<file path="src/rtl/prog_pkg.sv">
// prog_pkg: shared FSM state type, programmer data width and default timing parameters
package prog_pkg;
  localparam int PD_W               = 8;
  localparam int SETUP_CYCLES_DEF   = 2;
  localparam int TIMEOUT_CYCLES_DEF = 1_000_000;
  typedef enum logic [2:0] {IDLE, SETUP, STRB_HI, STRB_LO, ERROR} state_e;
endpackage

</file>
<file path="src/rtl/sync_2ff.sv">
// sync_2ff: two-flop synchronizer for one asynchronous bit
// ports: clk, rst_n (async active-low), d (async input), q (synchronized output)
module sync_2ff (
  input  logic clk,
  input  logic rst_n,
  input  logic d,
  output logic q
);
  logic meta_q, sync_q;
  always_ff @(posedge clk or negedge rst_n)
    if (!rst_n) {sync_q, meta_q} <= '0;
    else        {sync_q, meta_q} <= {meta_q, d};
  assign q = sync_q;
endmodule

</file>
<file path="src/rtl/prog_readback_tx.sv">
// prog_readback_tx: sends 32-bit words little-endian as bytes over a 4-phase strobe/ack link
// ports: clk, rst_n (async active-low); word_in/word_last/word_valid/word_ready source side;
//        pd_data/pd_strb/pd_last out and pd_ack in (asynchronous) programmer side;
//        clr_err leaves ERROR; busy = not IDLE; timeout_err = sticky handshake timeout
module prog_readback_tx
  import prog_pkg::*;
#(
  parameter int SETUP_CYCLES   = SETUP_CYCLES_DEF,
  parameter int TIMEOUT_CYCLES = TIMEOUT_CYCLES_DEF
) (
  input  logic            clk,
  input  logic            rst_n,
  input  logic [31:0]     word_in,
  input  logic            word_last,
  input  logic            word_valid,
  output logic            word_ready,
  input  logic            pd_ack,
  output logic [PD_W-1:0] pd_data,
  output logic            pd_strb,
  output logic            pd_last,
  input  logic            clr_err,
  output logic            busy,
  output logic            timeout_err
);
  localparam int CMAX = TIMEOUT_CYCLES > SETUP_CYCLES ? TIMEOUT_CYCLES : SETUP_CYCLES;
  localparam int CW   = $clog2(CMAX + 1);
  state_e          state_q, state_d;
  logic [31:0]     word_q, word_d;
  logic            last_q, last_d;
  logic [1:0]      idx_q, idx_d;
  logic [CW-1:0]   cnt_q, cnt_d;
  logic [PD_W-1:0] pd_data_q, pd_data_d;
  logic            word_ready_q, word_ready_d, pd_strb_q, pd_strb_d, pd_last_q, pd_last_d;
  logic            busy_q, busy_d, timeout_err_q, timeout_err_d;
  logic            ack_s, tmo_hit;
  sync_2ff u_sync (.clk(clk), .rst_n(rst_n), .d(pd_ack), .q(ack_s));
  always_comb begin
    tmo_hit = cnt_q == CW'(TIMEOUT_CYCLES - 1);
    state_d = state_q;
    word_d  = word_q;
    last_d  = last_q;
    idx_d   = idx_q;
    case (state_q)
      IDLE:    if (word_valid && word_ready_q) begin
                 state_d = SETUP;
                 word_d  = word_in;
                 last_d  = word_last;
                 idx_d   = '0;
               end
      SETUP:   if (cnt_q == CW'(SETUP_CYCLES - 1)) state_d = STRB_HI;
      STRB_HI: state_d = ack_s ? STRB_LO : tmo_hit ? ERROR : STRB_HI;
      STRB_LO: if (!ack_s) begin
                 state_d = idx_q == 2'd3 ? IDLE : SETUP;
                 idx_d   = idx_q + 2'd1;
               end else if (tmo_hit) state_d = ERROR;
      ERROR:   if (clr_err) state_d = IDLE;
      default: state_d = IDLE;
    endcase
    // one counter serves both the setup delay and the handshake timeout; it restarts on every state change
    cnt_d         = state_d != state_q ? '0 : cnt_q + CW'(1);
    word_ready_d  = state_d == IDLE;
    busy_d        = state_d != IDLE;
    pd_strb_d     = state_d == STRB_HI;
    timeout_err_d = state_d == ERROR;
    pd_last_d     = last_d && idx_d == 2'd3 && (state_d == SETUP || state_d == STRB_HI);
    // data only moves on entry to SETUP, so it is always settled before the strobe rises
    pd_data_d     = (state_d == SETUP && state_q != SETUP) ? word_d[{idx_d, 3'b000} +: PD_W] : pd_data_q;
  end
  always_ff @(posedge clk or negedge rst_n)
    if (!rst_n) begin
      state_q       <= IDLE;
      word_q        <= '0;
      last_q        <= 1'b0;
      idx_q         <= '0;
      cnt_q         <= '0;
      pd_data_q     <= '0;
      word_ready_q  <= 1'b0;
      pd_strb_q     <= 1'b0;
      pd_last_q     <= 1'b0;
      busy_q        <= 1'b0;
      timeout_err_q <= 1'b0;
    end else begin
      state_q       <= state_d;
      word_q        <= word_d;
      last_q        <= last_d;
      idx_q         <= idx_d;
      cnt_q         <= cnt_d;
      pd_data_q     <= pd_data_d;
      word_ready_q  <= word_ready_d;
      pd_strb_q     <= pd_strb_d;
      pd_last_q     <= pd_last_d;
      busy_q        <= busy_d;
      timeout_err_q <= timeout_err_d;
    end
  assign word_ready  = word_ready_q;
  assign pd_data     = pd_data_q;
  assign pd_strb     = pd_strb_q;
  assign pd_last     = pd_last_q;
  assign busy        = busy_q;
  assign timeout_err = timeout_err_q;
endmodule

</file>
<file path="config.mk">
export PLATFORM = sky130hd
export DESIGN_NAME = prog_readback_tx
export DESIGN_NICKNAME = d
export VERILOG_FILES = /design/src/rtl/prog_pkg.sv /design/src/rtl/sync_2ff.sv /design/src/rtl/prog_readback_tx.sv
export SDC_FILE = /design/constraint.sdc
export NUM_CORES = 1
export LEC_CHECK = 0
export BUFFER_PORTS_ARGS = -buffer_cell sky130_fd_sc_hd__buf_2
export CORE_AREA = 5 5 82 84
export CTS_CLUSTER_DIAMETER = 200
export DETAILED_ROUTE_END_ITERATION = 16
export DIE_AREA = 0 0 87 89
export GPL_ROUTABILITY_DRIVEN = 0
export HOLD_SLACK_MARGIN = 0.1
export PLACE_DENSITY_LB_ADDON = 0.15
export SLEW_MARGIN = 20
export SYNTH_ARGS = -nofsm -noshare
export SYNTH_HDL_FRONTEND = slang
export SYNTH_SLANG_ARGS = --single-unit
</file>
<file path="constraint.sdc">
create_clock -name clk -period 5.31 [get_ports clk]
set_input_delay 0.531 -clock clk [delete_from_list [all_inputs] [get_ports clk]]
set_output_delay 0.531 -clock clk [all_outputs]
set_load 0.03 [all_outputs]
</file>
==> results of run 1 <==
==> report_power, final <==
group          switching [W]  internal (W)  total, W
logic               0.000492      0.000415  0.000906
registers          0.0000961      0.000751  0.000847
clock network       0.000203      0.000226  0.000430
total               0.000791       0.00139   0.00218
==> through the flow <==
| stage | instances | setup WS (ns) |
|---|---|---|
| global route | 426 | 1.96 |
| finish | 426 | 2.24 |
| floorplan | 297 | 3.17 |
| global placement | 411 | 2.32 |
| detailed placement | 411 | 2.20 |
| CTS | 426 | 2.21 |
==> kinds of logic after synthesis <==
kind of cell / Yosys count / synth area share, %
buffers and inverters: 20 / 2.89
AO/OA/AOI/OAI: 30 / 6.17
flip-flops: 73 / 52.0
XOR/XNOR: 20 / 4.99
adder cells (fa/ha/maj): 3 / 1.07
multiplexers: 58 / 18.3
AND/OR/NAND/NOR: 93 / 14.5
==> layer usage <==
metal / vias to the layer above / track usage, % / wire length (um)
met2: 52 / 33.3 / 3360
met3: 6 / 5.35 / 341
met5: - / 0 / 0
met4: 0 / 5.67 / 59
li1: 1152 / - / -
met1: 1142 / 25.7 / 3090
==> worst reg2reg max path, delay by kind of cell (launching register included) <==
| family | cells | cell delay, ns |
|---|---|---|
| simple gates | 2 | 1.20 |
| compound gates | 2 | 0.61 |
| mux | 2 | 0.58 |
| flops | 1 | 0.53 |
==> flip-flops by register name (all words and copies together) (netlist names) <==
name / cells
busy: 1
cnt_q: 20
idx_q: 2
last_q: 1
pd_data: 8
pd_last: 1
pd_strb: 1
state_q: 3
timeout_err: 1
u_sync.meta_q: 1
u_sync.q: 1
word_q: 32
word_ready: 1
==> final cells by class <==
class                           instances  area (um2)  area share (%)
Sequential cell                        73        1830            45.7
Multi-Input combinational cell        204        1590            39.8
Timing Repair Buffer                   52         265            6.64
Clock buffer                           10         138            3.45
Tap cell                               75        93.8            2.35
Clock inverter                          5        56.3            1.41
Inverter                                7        26.3           0.658
==> synth_stat cells, types with 3 or more instances <==
master	instances
sky130_fd_sc_hd__a21oi_1	10
sky130_fd_sc_hd__and4_1	4
sky130_fd_sc_hd__buf_2	9
sky130_fd_sc_hd__dfrtp_1	73
sky130_fd_sc_hd__ha_1	3
sky130_fd_sc_hd__inv_1	7
sky130_fd_sc_hd__mux2_2	48
sky130_fd_sc_hd__mux2i_1	8
sky130_fd_sc_hd__nand2_1	15
sky130_fd_sc_hd__nand3_1	5
sky130_fd_sc_hd__nand4_1	6
sky130_fd_sc_hd__nor2_1	38
sky130_fd_sc_hd__nor2b_1	3
sky130_fd_sc_hd__nor3_1	3
sky130_fd_sc_hd__nor4_1	4
sky130_fd_sc_hd__o21a_1	3
sky130_fd_sc_hd__xnor2_1	9
sky130_fd_sc_hd__xor2_1	11
==> worst paths after layout <==
check | end | slack (ns) | cells past startpoint
worst max register to register | pd_data[3]$_DFFE_PN0P_ | 2.24 | 6
max in group asynchronous | cnt_q[11]$_DFF_PN0_ | 4.32 | 2
worst min register to register | u_sync.q$_DFF_PN0_ | 0.36 | 0
worst min-delay path | u_sync.meta_q$_DFF_PN0_ | 0.29 | 1
worst max-delay path | pd_data[3]$_DFFE_PN0P_ | 2.24 | 6
min in group asynchronous | u_sync.meta_q$_DFF_PN0_ | 0.40 | 2
==> Implementation_results.wiki, run 1 <==
{| class="wikitable"
! Metric !! Value
|-
| Placeable core region || 5850 um2
|-
| FILL cells || 458
|-
| Die height || 89 um
|-
| Number of gates resized after cts || 0
|-
| Transition time of the tightest slew-check pin || 0.979 ns
|-
| Critical path data required time || 5.50 ns
|-
| Starting density of the core || 60.0%
|-
| Post-layout net count || 388
|-
| Delay-heaviest family, CP || simple AND/OR/NAND/NOR gates
|-
| DRT antenna net count || 0
|-
| Detailed Routing Iterations Pass 1 || 4
|-
| Post-Synthesis Cell Area || 3510 um2
|-
| Die W || 87 um
|-
| TritonCTS clock tree || yes
|-
| CTS max path bufs || 2
|-
| Clock Skew || 0.0111 ns
|-
| Die outline area || 7740 um2
|-
| Most area-consuming cells after synthesis || sky130_fd_sc_hd__dfrtp_1, sky130_fd_sc_hd__mux2_2, sky130_fd_sc_hd__nor2_1
|-
| Clock tree root buffer cell || sky130_fd_sc_hd__clkbuf_8
|-
| PnR Total Power || 0.00218 W
|-
| MaxCap Viol Count || 0
|-
| Leading cell type in the layout, fill and taps excluded || sky130_fd_sc_hd__dfrtp_1
|-
| Post-synthesis sequential element count || 73
|-
| Final setup violation count || 0
|-
| Launch instance of the worst register-to-register path || state_q[0]$_DFF_PN0_
|-
| Share of the synthesized area in the top cell type || 52.0%
|-
| Cell row count || 28
|-
| TritonCTS Buffers || 9
|-
| Wire length of the first global-routing pass || 11,900 um
|-
| Areal power density over the cells || 547 nW/um2
|-
| Status || complete, no violations
|-
| Detail Placement HPWL || 4730 um
|-
| H-tree level count || 3
|-
| Critical Path Max Stage Delay || 0.81 ns
|-
| Initial antenna violation count || 0
|-
| CTS Hold Bufs || 0
|-
| Signal arrival time at the worst endpoint || 3.26 ns
|-
| Clk Latency, worst-skew pair || 0.34 ns
|-
| Buffer and inverter count on the worst path || 0
|-
| Clock sinks || 73
|-
| Fraction of registers with async set or reset after synthesis || 100%
|-
| Pins over their slew limit || 0
|-
| Slowest library cell on the worst path || sky130_fd_sc_hd__nor2_4
|-
| Kind of start point of the critical path || flop
|-
| Maximum vdd ir drop || 380 uV
|-
| Maximum frequency from static timing analysis || 325 MHz
|-
| Unrepaired setup endpoints after global routing || false
|-
| Synthesized Nets || 338
|-
| Port bufs || 50
|-
| Vias in the first global route || 2,473
|-
| Residual DRC || 0
|-
| Gate count of the mapped netlist || 297
|-
| Avg Inst Size Synth || 11.8 um2
|-
| Detailed-route wire length || 6860 um
|-
| Average detailed-routed wire length per instance || 16.1 um
|-
| Shortest clock period the worst path allows after layout || 3.07 ns
|-
| Placement-stage cell area || 3800 um2
|-
| Share of post-route cells with drive strength above 1 || 36.5%
|-
| Overall overflow remaining after global route || 0
|-
| Number of enable flip-flop cells after synthesis || 0
|-
| Area growth syn-to-layout || 13.8%
|-
| Antenna diode instance count || 0
|-
| Type of the worst min-delay path || input port to flop
|-
| Total via count after detailed routing || 2,352
|-
| Number of distinct standard cells referenced by the synthesized netlist || 43
|-
| Final core utilization || 68.3%
|-
| Hold Path Origin || pd_ack
|-
| Maximum number of pins on one net before global-route repair || 74
|-
| Worst hold slack || 0.292 ns
|-
| Top library cells by usage in the layout, fill and taps aside || sky130_fd_sc_hd__dfrtp_1, sky130_fd_sc_hd__buf_2, sky130_fd_sc_hd__mux2_2
|-
| Clock-pin slew on the worst setup and hold paths || 0.08 ns
|-
| Number of vias per cell || 5.52
|-
| # Post-CTS Setup Buffers || 0
|-
| DRT iter0 DRCs || 95
|-
| Critical path class || flop to flop
|-
| CP Cell Sequence || nand4bb_1 > nor2_4 > o22ai_2 > mux2_2 > mux2i_1 > a21oi_1
|-
| Portion of the clock cycle consumed by the worst path in the final layout || 57.9%
|-
| Type of destination of the critical path || flop
|-
| Most frequently used flop master after synthesis || sky130_fd_sc_hd__dfrtp_1
|-
| Aggregate negative setup slack || 0 ns
|-
| Highest net fanout along the worst path || 36
|-
| P_leak || 1.82 nW
|-
| I/O pin cnt || 51
|-
| Yosys warns || 0
|-
| Origin of the worst setup path || state_q[0]$_DFF_PN0_
|-
| Sequential fraction of the synthesis area || 52.0%
|-
| GRT Total Usage || 19.9%
|-
| Slew margin rel. || 34.6%
|-
| Library cell occupying the most area in the post-synthesis netlist || sky130_fd_sc_hd__dfrtp_1
|-
| Hold violation count in the final report || 0
|-
| Final design area excluding fillers || 3990 um2
|}
(Power assumes the default switching activity.)
==> inputs of run 2 (changes only) <==
--- a/config.mk
+++ b/config.mk
@@ -6,10 +6,10 @@
 export NUM_CORES = 1
 export LEC_CHECK = 0
 export BUFFER_PORTS_ARGS = -buffer_cell sky130_fd_sc_hd__buf_2
-export CORE_AREA = 5 5 82 84
+export CORE_AREA = 5 5 89 91
 export CTS_CLUSTER_DIAMETER = 200
 export DETAILED_ROUTE_END_ITERATION = 16
-export DIE_AREA = 0 0 87 89
+export DIE_AREA = 0 0 94 96
 export GPL_ROUTABILITY_DRIVEN = 0
 export HOLD_SLACK_MARGIN = 0.1
 export PLACE_DENSITY_LB_ADDON = 0.15
==> constraint.sdc (replaced) <==
create_clock -name clk -period 2.5 [get_ports clk]
set_input_delay 0.25 -clock clk [delete_from_list [all_inputs] [get_ports clk]]
set_output_delay 0.25 -clock clk [all_outputs]
set_load 0.03 [all_outputs]
==> run 2 against run 1 <==
Largest cell class unchanged. Final cell count up 8.0%. Combinational power up 130%. Largest power group unchanged. Clock power grew 110%. Count of clock-buffer cells in the layout increased by 2. Clock skew is 0.0026 ns lower. Hold slack worse by 0.13 ns. Die area grew 17%.
==> Implementation_results.wiki, run 2 (synthesis gave the netlist of run 1 again) <==
{| class="wikitable"
! Metric !! Value
|-
| Top register by number of flip-flops || word_q
|-
| Post-layout net count || 397 (+2.3%)
|-
| Cell row count || 31 (+11%)
|-
| Placeable core region || 7060 um2 (+21%)
|-
| TritonCTS Buffers || 9 (unchanged)
|-
| Type of destination of the critical path || flop
|-
| Port bufs || 50 (unchanged)
|-
| CTS max path bufs || 2 (unchanged)
|-
| Clock Skew || 0.00852 ns (-0.00259 ns)
|-
| Buffer and inverter count on the worst path || 1 (+1)
|-
| Critical path data required time || 2.72 ns (-2.78 ns)
|-
| Maximum frequency from static timing analysis || 442 MHz (+36%)
|-
| Sequential standard cell area || 1830 um2 (unchanged)
|-
| Maximum vdd ir drop || 733 uV (+93%)
|-
| Worst setup margin || 0.235 ns (-2.00 ns)
|-
| DRT antenna net count || 0 (unchanged)
|-
| Die outline area || 9020 um2 (+17%)
|-
| Critical Path Max Stage Delay || 0.41 ns (-0.40 ns)
|-
| Clock sinks || 73 (unchanged)
|-
| Transition time of the tightest slew-check pin || 0.432 ns (-0.548 ns)
|-
| Starting density of the core || 49.7% (-10 points)
|-
| Slowest library cell on the worst path || sky130_fd_sc_hd__nor2_4
|-
| Detail Placement HPWL || 4870 um (+3.0%)
|-
| CTS Hold Bufs || 2 (+2)
|-
| Die W || 94 um (+8.0%)
|-
| Leading cell type in the layout, fill and taps excluded || sky130_fd_sc_hd__dfrtp_1
|-
| Delay-heaviest family, CP || multiplexers
|-
| Area growth syn-to-layout || 17.7%
|-
| Total via count after detailed routing || 2,424 (+3.1%)
|-
| TritonCTS clock tree || yes
|-
| Maximum number of pins on one net before global-route repair || 74 (unchanged)
|-
| Clock-pin slew on the worst setup and hold paths || 0.07 ns (about the same)
|-
| Detailed-route wire length || 6930 um (+1.0%)
|-
| Die height || 96 um (+7.9%)
|-
| Initial antenna violation count || 1 (+1)
|-
| Clock tree root buffer cell || sky130_fd_sc_hd__clkbuf_8
|-
| MaxCap Viol Count || 0 (unchanged)
|-
| Unrepaired setup endpoints after global routing || false
|-
| Pins over their slew limit || 0 (unchanged)
|-
| # Post-CTS Setup Buffers || 0 (unchanged)
|-
| Hold violation count in the final report || 0 (unchanged)
|-
| Dominant cell type by count on the critical path || sky130_fd_sc_hd__mux2_2
|-
| Placement-stage cell area || 3910 um2 (+3.0%)
|-
| CP Cell Sequence || nand4bb_1 > nor2_4 > buf_12 > mux2_2 > mux2_2 > mux2i_1 > a21oi_1
|-
| Signal arrival time at the worst endpoint || 2.48 ns (-0.78 ns)
|-
| Critical path class || flop to flop
|-
| Share of post-route cells with drive strength above 1 || 36.8% (+0.37 points)
|-
| P_leak || 1.87 nW (+3.0%)
|-
| H-tree level count || 3 (unchanged)
|-
| Status || complete, no violations
|-
| Antenna diode instance count || 0 (unchanged)
|-
| DRT iter0 DRCs || 114 (+20%)
|-
| FILL cells || 613 (+34%)
|-
| Final setup violation count || 0 (unchanged)
|-
| Type of the worst min-delay path || input port to flop
|-
| Number of vias per cell || 5.27 (-4.6%)
|-
| Vias in the first global route || 2,436 (-1.5%)
|-
| Overall overflow remaining after global route || 0 (unchanged)
|-
| Clk Latency, worst-skew pair || 0.34 ns (about the same)
|-
| Number of gates resized after cts || 0 (unchanged)
|-
| Final design area excluding fillers || 4130 um2 (+3.4%)
|-
| Highest net fanout along the worst path || 14 (-61%)
|-
| GRT Total Usage || 17.2% (-2.7 points)
|-
| Residual DRC || 0 (unchanged)
|-
| Areal power density over the cells || 1140 nW/um2 (+110%)
|-
| Largest register FFs || 32 (unchanged)
|-
| Kind of start point of the critical path || flop
|-
| Detailed Routing Iterations Pass 1 || 4 (unchanged)
|-
| Shortest clock period the worst path allows after layout || 2.26 ns (-0.807 ns)
|-
| Top library cells by usage in the layout, fill and taps aside || sky130_fd_sc_hd__dfrtp_1, sky130_fd_sc_hd__buf_2, sky130_fd_sc_hd__mux2_2
|-
| Wire length of the first global-routing pass || 12,100 um (+2.0%)
|-
| Post-placement setup slack || 0.224 ns (-1.98 ns)
|-
| Combined area of the multi-input logic cells || 1580 um2 (-0.39%)
|-
| Slew margin rel. || 71.1% (+37 points)
|-
| Aggregate negative setup slack || 0 ns (unchanged)
|-
| I/O pin cnt || 51 (unchanged)
|-
| Average detailed-routed wire length per instance || 15.1 um (-6.5%)
|-
| Portion of the clock cycle consumed by the worst path in the final layout || 90.6% (+33 points)
|}
run 2: cell types whose count changed in the layout (fill, tap and decap cells not counted), moves of 2 or more:
cell,previous run,this run
sky130_fd_sc_hd__dlygate4sd3_1,0,2
sky130_fd_sc_hd__clkbuf_1,0,2
sky130_fd_sc_hd__buf_4,2,6
sky130_fd_sc_hd__buf_12,0,3
run 2: report_power, final:
group	switching [W]	internal [W]	leakage [nW]	total (W)
sequential	0.000154	0.00159	0.915	0.00175
combinational	0.00110	0.000949	0.857	0.00205
clock	0.000430	0.000491	0.101	0.000921
run 2: through the flow:
step                      total power (W)  hold WS, ns  std cells  util, %
after floorplan                   0.00332      -0.0456        297        -
after global placement            0.00380        0.310        442     55.4
after detailed placement          0.00385        0.313        442     55.4
after CTS                         0.00478        0.141        460     58.5
after global routing              0.00506        0.139        460     58.5
final                             0.00472        0.160        460     58.5
run 2: path summary, 6_finish.rpt:
kind	end	startpoint	slack (ns)	depth (start not counted)
max in group asynchronous	cnt_q[17]$_DFF_PN0_	rst_n	1.71	3
min	word_q[14]$_DFF_PN0_	word_in[14]	0.16	2
max reg2reg	pd_data[4]$_DFFE_PN0P_	state_q[1]$_DFF_PN0_	0.24	7
min reg2reg	u_sync.q$_DFF_PN0_	u_sync.meta_q$_DFF_PN0_	0.35	0
max	pd_data[4]$_DFFE_PN0P_	state_q[1]$_DFF_PN0_	0.24	7
min in group asynchronous	pd_strb$_DFF_PN0_	rst_n	0.47	3
run 2: cell type report:
class                           instances  share of cell area (%)
Clock buffer                           12                    3.51
Clock inverter                          4                    1.27
Inverter                                7                   0.636
Multi-Input combinational cell        204                    38.3
Sequential cell                        73                    44.2
Tap cell                               99                    3.00
Timing Repair Buffer                   61                    9.09
run 2: per-layer routing:
layer | part of all wire (%) | global-route usage (%) | vias to the layer above
li1 | - | - | 1170
met1 | 45 | 22.4 | 1180
met2 | 48 | 27.8 | 62
met3 | 5.4 | 4.61 | 10
met4 | 1.3 | 6.50 | 2
met5 | 0.10 | 0 | -
==> inputs of run 3 (changes only) <==
--- a/config.mk
+++ b/config.mk
@@ -5,11 +5,11 @@
 export SDC_FILE = /design/constraint.sdc
 export NUM_CORES = 1
 export LEC_CHECK = 0
-export BUFFER_PORTS_ARGS = -buffer_cell sky130_fd_sc_hd__buf_2
-export CORE_AREA = 5 5 89 91
+export CORE_AREA = 5 5 85 87
 export CTS_CLUSTER_DIAMETER = 200
 export DETAILED_ROUTE_END_ITERATION = 16
-export DIE_AREA = 0 0 94 96
+export DIE_AREA = 0 0 90 92
+export DONT_BUFFER_PORTS = 1
 export GPL_ROUTABILITY_DRIVEN = 0
 export HOLD_SLACK_MARGIN = 0.1
 export PLACE_DENSITY_LB_ADDON = 0.15
==> run 3 against run 2 <==
Combinational power decreased by 13%. Sequential share of layout area decreased by 0.81 points. Highest routed layer is now met4. Largest cell class unchanged. Wire length increased by 0.16%. Fmax decreased by 1.9%. Die area decreased by 8.2%. Critical endpoint is now cnt_q[9]$_DFF_PN0_.
==> Implementation_results.wiki, run 3 (synthesis gave the netlist of run 1 again) <==
{| class="wikitable"
! Metric !! Value
|-
| Critical path destination || cnt_q[9]$_DFF_PN0_
|-
| Status || complete, no violations
|-
| Hold violation count in the final report || 0 (unchanged)
|-
| Areal power density over the cells || 1150 nW/um2 (+0.42%)
|-
| Buffer and inverter count on the worst path || 1 (unchanged)
|-
| Signal arrival time at the worst endpoint || 2.55 ns (+0.07 ns)
|-
| Launch instance of the worst register-to-register path || cnt_q[0]$_DFF_PN0_
|-
| Critical path depth || 8 (+1)
|-
| CP Cell Sequence || ha_1 > and4_1 > nand3_1 > o311ai_0 > o311ai_0 > o211ai_1 > buf_4 > nor2_1
|-
| Portion of the clock cycle consumed by the worst path in the final layout || 92.3% (+1.7 points)
|-
| Maximum vdd ir drop || 823 uV (+12%)
|-
| Critical Path Max Stage Delay || 0.41 ns (about the same)
|-
| Transition time of the tightest slew-check pin || 0.512 ns (+0.0803 ns)
|-
| R2R Path End || cnt_q[9]$_DFF_PN0_
|-
| CTS max path bufs || 2 (unchanged)
|-
| Highest net fanout along the worst path || 20 (+6)
|-
| Worst hold path stage count || 2 (unchanged)
|-
| Antenna diode instance count || 0 (unchanged)
|-
| TritonCTS clock tree || yes
|-
| Clock tree root buffer cell || sky130_fd_sc_hd__clkbuf_8
|-
| Wire length of the first global-routing pass || 12,200 um (+0.97%)
|-
| Average detailed-routed wire length per instance || 16.5 um (+9.7%)
|-
| DRT antenna net count || 0 (unchanged)
|-
| Detailed-route wire length || 6940 um (+0.16%)
|-
| Die W || 90 um (-4.3%)
|-
| Detailed Routing Iterations Pass 1 || 4 (unchanged)
|-
| Final design area excluding fillers || 4210 um2 (+1.9%)
|-
| H-tree level count || 3 (unchanged)
|-
| Maximum number of pins on one net before global-route repair || 74 (unchanged)
|-
| TritonCTS Buffers || 9 (unchanged)
|-
| Pins over their slew limit || 0 (unchanged)
|-
| Die height || 92 um (-4.2%)
|-
| Cell row count || 29 (-6.5%)
|-
| MaxCap Viol Count || 0 (unchanged)
|-
| Number of cell instances on the worst register-to-register path || 8 (+1)
|-
| Share of post-route cells with drive strength above 1 || 23.9% (-13 points)
|-
| Clk Latency, worst-skew pair || 0.35 ns (about the same)
|-
| Shortest clock period the worst path allows after layout || 2.31 ns (+0.0436 ns)
|-
| P_leak || 1.82 nW (-2.6%)
|-
| # Post-CTS Setup Buffers || 0 (unchanged)
|-
| Largest register FFs || 32 (unchanged)
|-
| Dominant cell type by count on the critical path || sky130_fd_sc_hd__o311ai_0
|-
| GRT Total Usage || 18.4% (+1.1 points)
|-
| Worst hold slack || 0.179 ns (+0.0187 ns)
|-
| Slew margin rel. || 65.9% (-5.3 points)
|-
| Residual DRC || 0 (unchanged)
|-
| Aggregate negative setup slack || 0 ns (unchanged)
|-
| Post-layout net count || 379 (-4.5%)
|-
| Number of non-filler instances in the completed layout || 420 (-8.7%)
|-
| Slowest library cell on the worst path || sky130_fd_sc_hd__dfrtp_1
|-
| Area growth syn-to-layout || 19.9%
|-
| Placed Cells || 368 (-17%)
|-
| Leading cell type in the layout, fill and taps excluded || sky130_fd_sc_hd__dfrtp_1
|-
| Type of destination of the critical path || flop
|-
| Origin of the worst setup path || cnt_q[0]$_DFF_PN0_
|-
| Reg-to-reg slack, setup || 0.19 ns (-0.04 ns)
|-
| Type of the worst min-delay path || input port to flop
|-
| Delay-heaviest family, CP || compound AO/OA/AOI/OAI gates
|-
| Total via count after detailed routing || 2,372 (-2.1%)
|-
| Number of vias per cell || 5.65 (+7.2%)
|-
| Clock sinks || 73 (unchanged)
|-
| Top library cells by usage in the layout, fill and taps aside || sky130_fd_sc_hd__dfrtp_1, sky130_fd_sc_hd__mux2_2, sky130_fd_sc_hd__nor2_1
|-
| Critical path class || flop to flop
|-
| I/O pin cnt || 51 (unchanged)
|-
| Port bufs || 0 (-100%)
|-
| Number of gates resized after cts || 0 (unchanged)
|-
| Kind of start point of the critical path || flop
|-
| Placement-stage cell area || 3600 um2 (-8.1%)
|-
| Unrepaired setup endpoints after global routing || false
|-
| Clock Skew || 0.00805 ns (-0.000473 ns)
|-
| Final setup violation count || 0 (unchanged)
|-
| Detail Placement HPWL || 4460 um (-8.4%)
|-
| Initial antenna violation count || 0 (-1)
|-
| Vias in the first global route || 2,546 (+4.5%)
|-
| Die outline area || 8280 um2 (-8.2%)
|-
| Critical path data required time || 2.74 ns (+0.02 ns)
|-
| Starting density of the core || 55.9% (+6.2 points)
|-
| Overall overflow remaining after global route || 0 (unchanged)
|-
| Top register by number of flip-flops || word_q
|-
| Placeable core region || 6280 um2 (-11%)
|-
| DRT iter0 DRCs || 97 (-15%)
|-
| Clock-pin slew on the worst setup and hold paths || 0.08 ns (about the same)
|-
| Maximum frequency from static timing analysis || 433 MHz (-1.9%)
|}
[run 3: cell count changes in the layout (fill, tap and decap cells not counted), sizes merged]
cell / before / now
bufinv: 1 / 3
buf: 59 / 8
clkinv: 3 / 2
clkbuf: 12 / 11
dlygate4sd3: 2 / 35
[run 3: area by class of cell]
type / instances / area (um2)
Clock buffer: 11 / 131
Clock inverter: 5 / 104
Fill cell: 475 / 2070
Inverter: 7 / 26.3
Timing Repair Buffer: 43 / 443
Sequential cell: 73 / 1830
Multi-Input combinational cell: 204 / 1580
Tap cell: 77 / 96.3
[run 3: layer usage]
| metal | vias to the layer above | routed length (um) | global-route usage [%] |
|---|---|---|---|
| li1 | 1137 | - | - |
| met1 | 1170 | 2840 | 21.9 |
| met2 | 57 | 3570 | 30.8 |
| met3 | 8 | 446 | 6.63 |
| met4 | 0 | 82 | 6.33 |
| met5 | - | 0 | 0 |
[run 3: power by group]
group / total [W] / internal (W) / leakage [nW] / switching [W]
registers: 0.00193 / 0.00159 / 0.915 / 0.000340
clock network: 0.00111 / 0.000664 / 0.118 / 0.000443
logic: 0.00179 / 0.000893 / 0.791 / 0.000894
total: 0.00483 / 0.00315 / 1.82 / 0.00168
[run 3: worst register-to-register path: stages (launching register included)]
cell                       delay, ns
sky130_fd_sc_hd__dfrtp_1        0.41
sky130_fd_sc_hd__ha_1           0.24
sky130_fd_sc_hd__and4_1         0.26
sky130_fd_sc_hd__nand3_1        0.16
sky130_fd_sc_hd__o311ai_0       0.40
sky130_fd_sc_hd__o311ai_0       0.23
sky130_fd_sc_hd__o211ai_1       0.14
sky130_fd_sc_hd__buf_4          0.26
sky130_fd_sc_hd__nor2_1         0.09
[run 3: worst min-delay path by stage]
stage,start,end
2_1_floorplan,rst_n,busy$_DFF_PN0_
3_3_place_gp,rst_n,word_ready$_DFF_PN0_
3_5_place_dp,rst_n,word_ready$_DFF_PN0_
4_1_cts,clr_err,timeout_err$_DFF_PN0_
5_1_grt,clr_err,timeout_err$_DFF_PN0_
6_report,clr_err,timeout_err$_DFF_PN0_
[run 3: through the flow]
step | setup slack (ns) | util, % | power, W
floorplan | 0.359 | - | 0.00332
global placement | 0.392 | 57.3 | 0.00364
detailed placement | 0.303 | 57.3 | 0.00369
CTS | 0.163 | 67.1 | 0.00487
global route | 0.00169 | 67.1 | 0.00519
finish | 0.191 | 67.1 | 0.00483
[run 3: what timing repair did]
item	in CTS	in global routing
hold endpoints to repair	107	0
endpoints found under the setup margin	0	0
hold buffers	36	0
